[config.mk]
export PLATFORM = sky130hd
export DESIGN_NAME = comp_rr_sched
export DESIGN_NICKNAME = d
export VERILOG_FILES = /design/src/rtl/comp_pkg.sv /design/src/rtl/mag_comp.sv /design/src/rtl/comp_rr_sched.sv
export SDC_FILE = /design/constraint.sdc
export NUM_CORES = 1
export LEC_CHECK = 0
export CAP_MARGIN = 20
export CORE_MARGIN = 2
export CORE_UTILIZATION = 47
export DETAILED_ROUTE_END_ITERATION = 10
export PLACE_DENSITY_LB_ADDON = 0.05
export SLEW_MARGIN = 20
export SYNTH_ARGS = -nofsm -noshare
export SYNTH_HDL_FRONTEND = slang
export SYNTH_HIERARCHICAL = 1
export SYNTH_SLANG_ARGS = --single-unit
[constraint.sdc]
create_clock -name clk -period 3.8 [get_ports clk]
set_input_delay 0.57 -clock clk [delete_from_list [all_inputs] [get_ports clk]]
set_output_delay 0.57 -clock clk [all_outputs]
set_load 0.05 [all_outputs]
[src/rtl/comp_pkg.sv]
// ---------------------------------------------------------------------------
// comp_pkg
// Shared definitions for the round-robin comparator scheduler:
//   - state_t  : scheduler FSM encoding (2'd3 is unused and recovers to IDLE)
//   - RES_*    : bit positions inside the registered eq/lt/gt result vector
// ---------------------------------------------------------------------------
package comp_pkg;

   typedef enum logic [1:0] {
      ST_IDLE = 2'd0,
      ST_CMP  = 2'd1,
      ST_RESP = 2'd2
   } state_t;

   localparam int RES_EQ = 0;
   localparam int RES_LT = 1;
   localparam int RES_GT = 2;
   localparam int RES_W  = 3;

endpackage : comp_pkg

[src/rtl/mag_comp.sv]
// ---------------------------------------------------------------------------
// mag_comp
// Purely combinational unsigned magnitude comparator. Exactly one of
// eq/lt/gt is high for any input pair (eq first, then gt, else lt).
// Ports:
//   a, b : W-bit unsigned operands
//   eq   : a == b
//   lt   : a <  b
//   gt   : a >  b
// ---------------------------------------------------------------------------
module mag_comp #(
   parameter int W = 4
) (
   input  logic [W-1:0] a,
   input  logic [W-1:0] b,
   output logic         eq,
   output logic         lt,
   output logic         gt
);

   assign eq = (a == b);
   assign gt = !eq && (a > b);
   assign lt = !eq && !gt;

endmodule : mag_comp

[src/rtl/comp_rr_sched.sv]
// ---------------------------------------------------------------------------
// comp_rr_sched
// Shares one magnitude comparator between NREQ requesters. A round-robin
// arbiter accepts one operand pair in IDLE, the pair is compared from
// registers in CMP, and the result is held in RESP until the consumer
// takes it.
// Ports:
//   clk, rst          : rising-edge clock, asynchronous active-high reset
//   req_valid [NREQ]  : per-requester request valid
//   req_a/req_b       : packed operands, requester i at [i*W +: W]
//   req_ready [NREQ]  : one-hot grant, combinational in IDLE only
//   rsp_valid         : a result is held
//   rsp_ready         : consumer takes the result (honoured in RESP only)
//   rsp_id            : requester that owns the result
//   rsp_eq/lt/gt      : one-hot compare result
//   busy              : FSM is outside IDLE
// ---------------------------------------------------------------------------
module comp_rr_sched
   import comp_pkg::*;
#(
   parameter int W    = 4,
   parameter int NREQ = 4,
   parameter int IDW  = 2
) (
   input  logic              clk,
   input  logic              rst,
   input  logic [NREQ-1:0]   req_valid,
   input  logic [NREQ*W-1:0] req_a,
   input  logic [NREQ*W-1:0] req_b,
   output logic [NREQ-1:0]   req_ready,
   output logic              rsp_valid,
   input  logic              rsp_ready,
   output logic [IDW-1:0]    rsp_id,
   output logic              rsp_eq,
   output logic              rsp_lt,
   output logic              rsp_gt,
   output logic              busy
);

   state_t           state_q, state_d;
   logic [IDW-1:0]   rr_ptr_q, rr_ptr_d;
   logic [W-1:0]     a_q, a_d;
   logic [W-1:0]     b_q, b_d;
   logic [IDW-1:0]   id_q, id_d;
   logic             rsp_valid_q, rsp_valid_d;
   logic [IDW-1:0]   rsp_id_q, rsp_id_d;
   logic [RES_W-1:0] res_q, res_d;

   logic [NREQ-1:0]  grant_oh;
   logic [IDW-1:0]   grant_idx;
   logic             grant_any;
   logic             cmp_eq, cmp_lt, cmp_gt;

   // -----------------------------------------------------------------------
   // Round-robin search: first valid requester at or after rr_ptr, wrapping.
   // -----------------------------------------------------------------------
   always_comb begin
      int             sum;
      logic [IDW-1:0] cand;
      // NOTE: every combinational output gets a default before any branch;
      // a path that leaves a variable unassigned would infer a latch.
      grant_oh  = '0;
      grant_idx = '0;
      grant_any = 1'b0;
      sum       = 0;
      cand      = '0;
      for (int k = 0; k < NREQ; k++) begin
         sum = int'(rr_ptr_q) + k;
         if (sum >= NREQ) sum = sum - NREQ;
         cand = IDW'(sum);
         if (!grant_any && req_valid[cand]) begin
            grant_any      = 1'b1;
            grant_idx      = cand;
            grant_oh[cand] = 1'b1;
         end
      end
   end

   // Grants are offered only in IDLE; gating with rst keeps req_ready at 0
   // for the whole reset window even if requests are pending.
   assign req_ready = (state_q == ST_IDLE && !rst) ? grant_oh : '0;

   mag_comp #(.W(W)) u_mag_comp (
      .a  (a_q),
      .b  (b_q),
      .eq (cmp_eq),
      .lt (cmp_lt),
      .gt (cmp_gt)
   );

   // -----------------------------------------------------------------------
   // Next-state and datapath updates
   // -----------------------------------------------------------------------
   always_comb begin
      state_d     = state_q;
      rr_ptr_d    = rr_ptr_q;
      a_d         = a_q;
      b_d         = b_q;
      id_d        = id_q;
      rsp_valid_d = rsp_valid_q;
      rsp_id_d    = rsp_id_q;
      res_d       = res_q;

      case (state_q)
         ST_IDLE: begin
            if (grant_any) begin
               a_d      = req_a[int'(grant_idx)*W +: W];
               b_d      = req_b[int'(grant_idx)*W +: W];
               id_d     = grant_idx;
               rr_ptr_d = (grant_idx == IDW'(NREQ-1)) ? '0 : grant_idx + IDW'(1);
               state_d  = ST_CMP;
            end
         end
         ST_CMP: begin
            res_d[RES_EQ] = cmp_eq;
            res_d[RES_LT] = cmp_lt;
            res_d[RES_GT] = cmp_gt;
            rsp_id_d      = id_q;
            rsp_valid_d   = 1'b1;
            state_d       = ST_RESP;
         end
         ST_RESP: begin
            // Result fields are left untouched so they stay readable after
            // the handshake completes.
            if (rsp_ready) begin
               rsp_valid_d = 1'b0;
               state_d     = ST_IDLE;
            end
         end
         default: begin
            rsp_valid_d = 1'b0;
            state_d     = ST_IDLE;
         end
      endcase
   end

   // NOTE: state registers use non-blocking assignments so every flop
   // samples the pre-edge values, independent of statement order.
   always_ff @(posedge clk or posedge rst) begin
      if (rst) begin
         state_q     <= ST_IDLE;
         rr_ptr_q    <= '0;
         a_q         <= '0;
         b_q         <= '0;
         id_q        <= '0;
         rsp_valid_q <= 1'b0;
         rsp_id_q    <= '0;
         res_q       <= '0;
      end else begin
         state_q     <= state_d;
         rr_ptr_q    <= rr_ptr_d;
         a_q         <= a_d;
         b_q         <= b_d;
         id_q        <= id_d;
         rsp_valid_q <= rsp_valid_d;
         rsp_id_q    <= rsp_id_d;
         res_q       <= res_d;
      end
   end

   assign rsp_valid = rsp_valid_q;
   assign rsp_id    = rsp_id_q;
   assign rsp_eq    = res_q[RES_EQ];
   assign rsp_lt    = res_q[RES_LT];
   assign rsp_gt    = res_q[RES_GT];
   assign busy      = (state_q != ST_IDLE);

endmodule : comp_rr_sched
# Word-level counts from Yosys, hierarchy flattened
# Cells that the tools add are included.
# classes
n_addsub	8
n_lt_le_gt_ge	13
n_eq_ne	6
shift	2
muxes	39
n_bitwise	4
reduce_logical	21
# op_table
cell	count
$shiftx A16 B5 Y4	2
$mux W2	11
$mux W4	5
$mux W1	13
$lt A2 B3 Y1 const B	4
$or A4 B4 Y4	3
$logic_and A1 B1 Y1	10
$ge A3 B3 Y1 const B	3
$bmux W1 S2	4
$demux W1 S2	4
$ge A2 B1 Y1 const B	4
$sub A2 B1 Y2 const B	4
$add A2 B2 Y3 const B	2
$logic_not A1 Y1	6
$pmux W2 S3	1
$reduce_and A2 Y1	3
$eq A2 B2 Y1 const B	2
$eq A4 B4 Y1	1
$gt A4 B4 Y1	1
$ne A2 B2 Y1 const B	2
$add A2 B1 Y3 const B	1
$ge A2 B3 Y1 const B	1
$pmux W1 S3	1
$add A2 B1 Y2 const B	1
4 further kinds	4
# word_totals
ff_bits	20
out_inout_bits	11
elab_cells	101

# Depth between registers and ports, before layout
# logic_depth
word_depth	16
mapped_depth	10
ltp_nobuf	8

# Cells and area by module
# The synthesis kept the hierarchy.
# by_module_without_submodules
module	instances	cells_each	area_each_um2	seq_area_each_um2
comp_rr_sched	1	157	1555.2	500.5
mag_comp	1	17	108.9	0.0

# Worst setup path after synthesis
# Ideal clock, no wire load.
# synth_path
path_kind	flip-flop to output port
start	register rr_ptr_q[1]
end	output req_ready[0]
arrival_ns	2.973
t_required_ns	3.230
slack_ns	0.257
stages_incl_launch_ff	10
cell_sequence	dfrtp_1 > buf_2 > inv_1 > ha_1 > clkbuf_1 > mux4_2 > a211oi_2 > a22o_1 > mux2i_1 > a21oi_1
# synth_between
elab_chain_len	15
word_cells_on_any_way	60
classes_between	add/sub (7); order compare (12); mux (28); bitwise (3); reduce/logical (10)
# synth_lines
element	line	rtl
start: declaration	comp_rr_sched.sv:41	logic [IDW-1:0] rr_ptr_q, rr_ptr_d;
start signal: assignment	comp_rr_sched.sv:151	rr_ptr_q <= rr_ptr_d;
branches (longest 13 deep; another with $add A2 B1 Y3)	n/a	
$mux W4 *	comp_rr_sched.sv:71	if (!grant_any && req_valid[cand]) begin
$mux W4 *	comp_rr_sched.sv:81	assign req_ready = (state_q == ST_IDLE && !rst) ? grant_oh : '0;
end: declaration	comp_rr_sched.sv:30	output logic [NREQ-1:0] req_ready,
# Every way passes the cells marked *. The select of a mux whose other input is x is not followed.

# Final worst setup path
# layout_path
start	register rr_ptr_q[1]
end	output req_ready[1]
# Same word-level chain as after synthesis.

==> key figures <==
Outcome
  • Status: complete, no violations

Synthesis
  • Top post-synthesis cells by area: dfrtp_1 (30%), mux2i_1 (13%), ha_1 (8.3%)
  • Post-synth EDFFs: 0
  • Synthesis-stage register bit count: 20
  • Cell variety after synth: 43
  • Synth Area in Compound Gates: 23.6%
  • Synth Instances: 174
  • Area share of the largest cell type after synthesis: 30.1%
  • Mux contribution to synthesized area: 18.0%
  • YS warnings: 6
  • Area share of and/or/nand/nor cells after synthesis: 14.6%
  • Top-count cell post-synth: mux2i_1
  • Synth Area in Adders: 8.27%
  • Largest family of logic cells by synthesized area: compound AO/OA/AOI/OAI gates
  • Ys flop type: dfrtp_1
  • Async S/R FF share, synth: 100%
  • Synth Area in XOR/XNOR: 0%
  • Syn avg cell area: 9.56 um^2
  • Syn_nets: 224
  • Top cells by count, synth: mux2i_1 (21), dfrtp_1 (20), nand2_1 (12)
  • Seq/Total Area, Yosys: 30.1%
  • Synth area leader: dfrtp_1
  • Synthesized area: 1660 um^2

STA
  • Minimum clock period: 3.58 ns
  • RSZ-0062 raised after global routing: false
  • Fin. max-slew vios: 0
  • Fmax: 280 MHz
  • Final Hold Viols: 0
  • Hold_ws: 0.505 ns
  • Period utilization: 94.1%
  • # setup viols final: 0
  • Slew HR: 49.7%
  • Setup TNS: 0 ns
  • Clock skew: 0.00112 ns
  • Final setup margin: 0.225 ns
  • Tightest Pin Transition: 0.754 ns

Finish
  • Final-layout fill cell count: 312
  • ANT cells: 0
  • Multi-input logic area: 1070 um^2
  • Non-Filler Instances: 266
  • Seq. cell area: 502 um^2
  • Fin nets: 271
  • Layout cells sized above 1: 11.8%
  • Area grow syn2layout: 35.1%

Global routing
  • First-pass GRT wire length: 6780 um
  • Remaining Overflow, GRT: 0
  • Antenna violations before repair: 0
  • Pin count of the biggest net entering global routing: 21
  • Vias in the first global route: 1,545
  • Global Route Usage Sum: 20.6%

Clock tree
  • Later-pin clock latency in the skew report: 0.29 ns
  • Postcts setup bufs: 0
  • Root buffer cell: clkbuf_4
  • CTS tree: done
  • H-tree levels: 1
  • Max clock buf depth: 2
  • Hold buffer count at CTS: 0
  • Clock slew at reported path FFs: 0.11 ns
  • CTS Buf Count: 3
  • Clock sinks: 20

Floorplan
  • Rows: 21
  • Ports: 50
  • Initial Util: 49.5%
  • Core area: 3360 um^2
  • Die Area: 4030 um^2
  • Die height: 63.5 um
  • Die Wd: 63.5 um

Setup path
  • Slowest-stage cell, CP: dfrtp_2
  • CP Depth: 8
  • Crit path max-delay family: compound AO/OA/AOI/OAI gates
  • CP cell instances: inv_1 > ha_1 > mux4_2 > a211oi_2 > a22o_1 > mux2i_1 > a21oi_1 > buf_12
  • Data required time of the worst path: 3.23 ns
  • CP arrival: 3.01 ns
  • CP Capture Type: output port
  • Crit path max fanout: 15
  • Worst stage delay on the critical path: 0.54 ns
  • Crit Path Class: reg -> out
  • Worst setup SP type: register
  • R2r worst-path depth: 8
  • Critical path buffers and inverters: 2

Power
  • Peak VDD IR: 0.335 mV
  • Leakage dissipation: 0.994 nW
  • PwrDens: 854 nW/um^2

Placement
  • Setup WS pre-CTS: 0.430 ns
  • Gpl congestion: 0.816
  • Placed cells: 262
  • Buffers on Ports: 49
  • DP HPWL: 3130 um

Flow run
  • Max_cap viols: 0

Hold path
  • Hold path depth: 1
  • Type of the most critical hold path: reg -> reg

Drt
  • DRC viols: 0
  • Via count: 1,520
  • DR vias/cell: 5.71
  • Detail-routed net length per standard cell: 15.1 um
  • DR iter-0 viols: 88
  • First drt pass iteration count: 4
  • Total Wirelength: 4030 um
  • Detail Route Antenna Nets: 0
[power breakdown]
group	switching, mW	internal [mW]
registers	0.0853	0.322
logic	0.778	0.611
clock network	0.0644	0.0583
total	0.928	0.992
[metrics by stage]
| stage | instance area (um^2) | total power, mW | util, % |
|---|---|---|---|
| finish | 2250 | 1.92 | 66.9 |
| floorplan | 1660 | 1.46 | - |
| global placement | 2210 | 1.74 | 65.7 |
| global route | 2250 | 2.06 | 66.9 |
| detailed placement | 2210 | 1.80 | 65.7 |
| CTS | 2250 | 1.92 | 66.8 |
[final timing paths]
check | start | end | slack, ns
worst max-delay path | rr_ptr_q[1] | req_ready[1] | 0.22
worst min-delay path | id_q[0] | id_q[0] | 0.51
worst max register to register | rr_ptr_q[1] | b_q[0] | 0.86
worst min register to register | id_q[0] | id_q[0] | 0.51
max in group asynchronous | rst | rr_ptr_q[1] | 2.55
min in group asynchronous | rst | rsp_valid | 0.73
[area by class of cell]
type                       instances  area share (%)
clock buffer                       4            1.61
inverter                          11            1.84
tap                               46            2.56
timing repair buffer              50            23.9
multi-input combinational        135            47.7
sequential                        20            22.3
[logic make-up (layout without fill, tap and decap cells)]
group | Yosys count | count (layout)
AO/OA/AOI/OAI | 49 | 49
buffers and inverters | 19 | 65
multiplexers | 28 | 28
AND/OR/NAND/NOR | 47 | 47
flip-flops | 20 | 20
adder cells (fa/ha/maj) | 11 | 11
[state kept, by name (all words and copies together) (netlist names)]
name / flops
rsp_valid: 1
rr_ptr_q: 2
b_q: 4
id_q: 2
a_q: 4
rsp_id: 2
res_q: 3
state_q: 2
[cells in the final DEF (no fill, tap or decap), types with 2 or more instances in the layout]
master	Yosys	final
clkdlybuf4s50_1	0	45
mux2i_1	21	21
dfrtp_1	20	19
nand2_1	12	12
nor2_1	11	11
ha_1	11	11
inv_1	9	9
o221ai_1	9	9
and2_1	8	8
a21oi_1	8	8
a22oi_1	8	8
mux2_2	6	6
a22o_1	5	5
a21o_1	4	4
buf_12	0	4
nor2b_1	3	3
o21ai_0	3	3
or3_1	3	3
clkbuf_4	0	3
inv_2	2	2
[repair_timing]
| item | in CTS | in global routing |
|---|---|---|
| endpoints found under the hold margin | 0 | 0 |
| setup endpoints to repair | 0 | 4 |
| resized for setup | 0 | 1 |
[layer usage]
layer	up-vias	GRT usage (%)	share of wire [%]
met1	732	25.0	44
met3	2	2.86	5.4
li1	738	-	-
met4	0	4.08	0.32
met5	-	0	0
met2	48	38.4	51
Note: power is estimated with default switching activity, not from simulation.
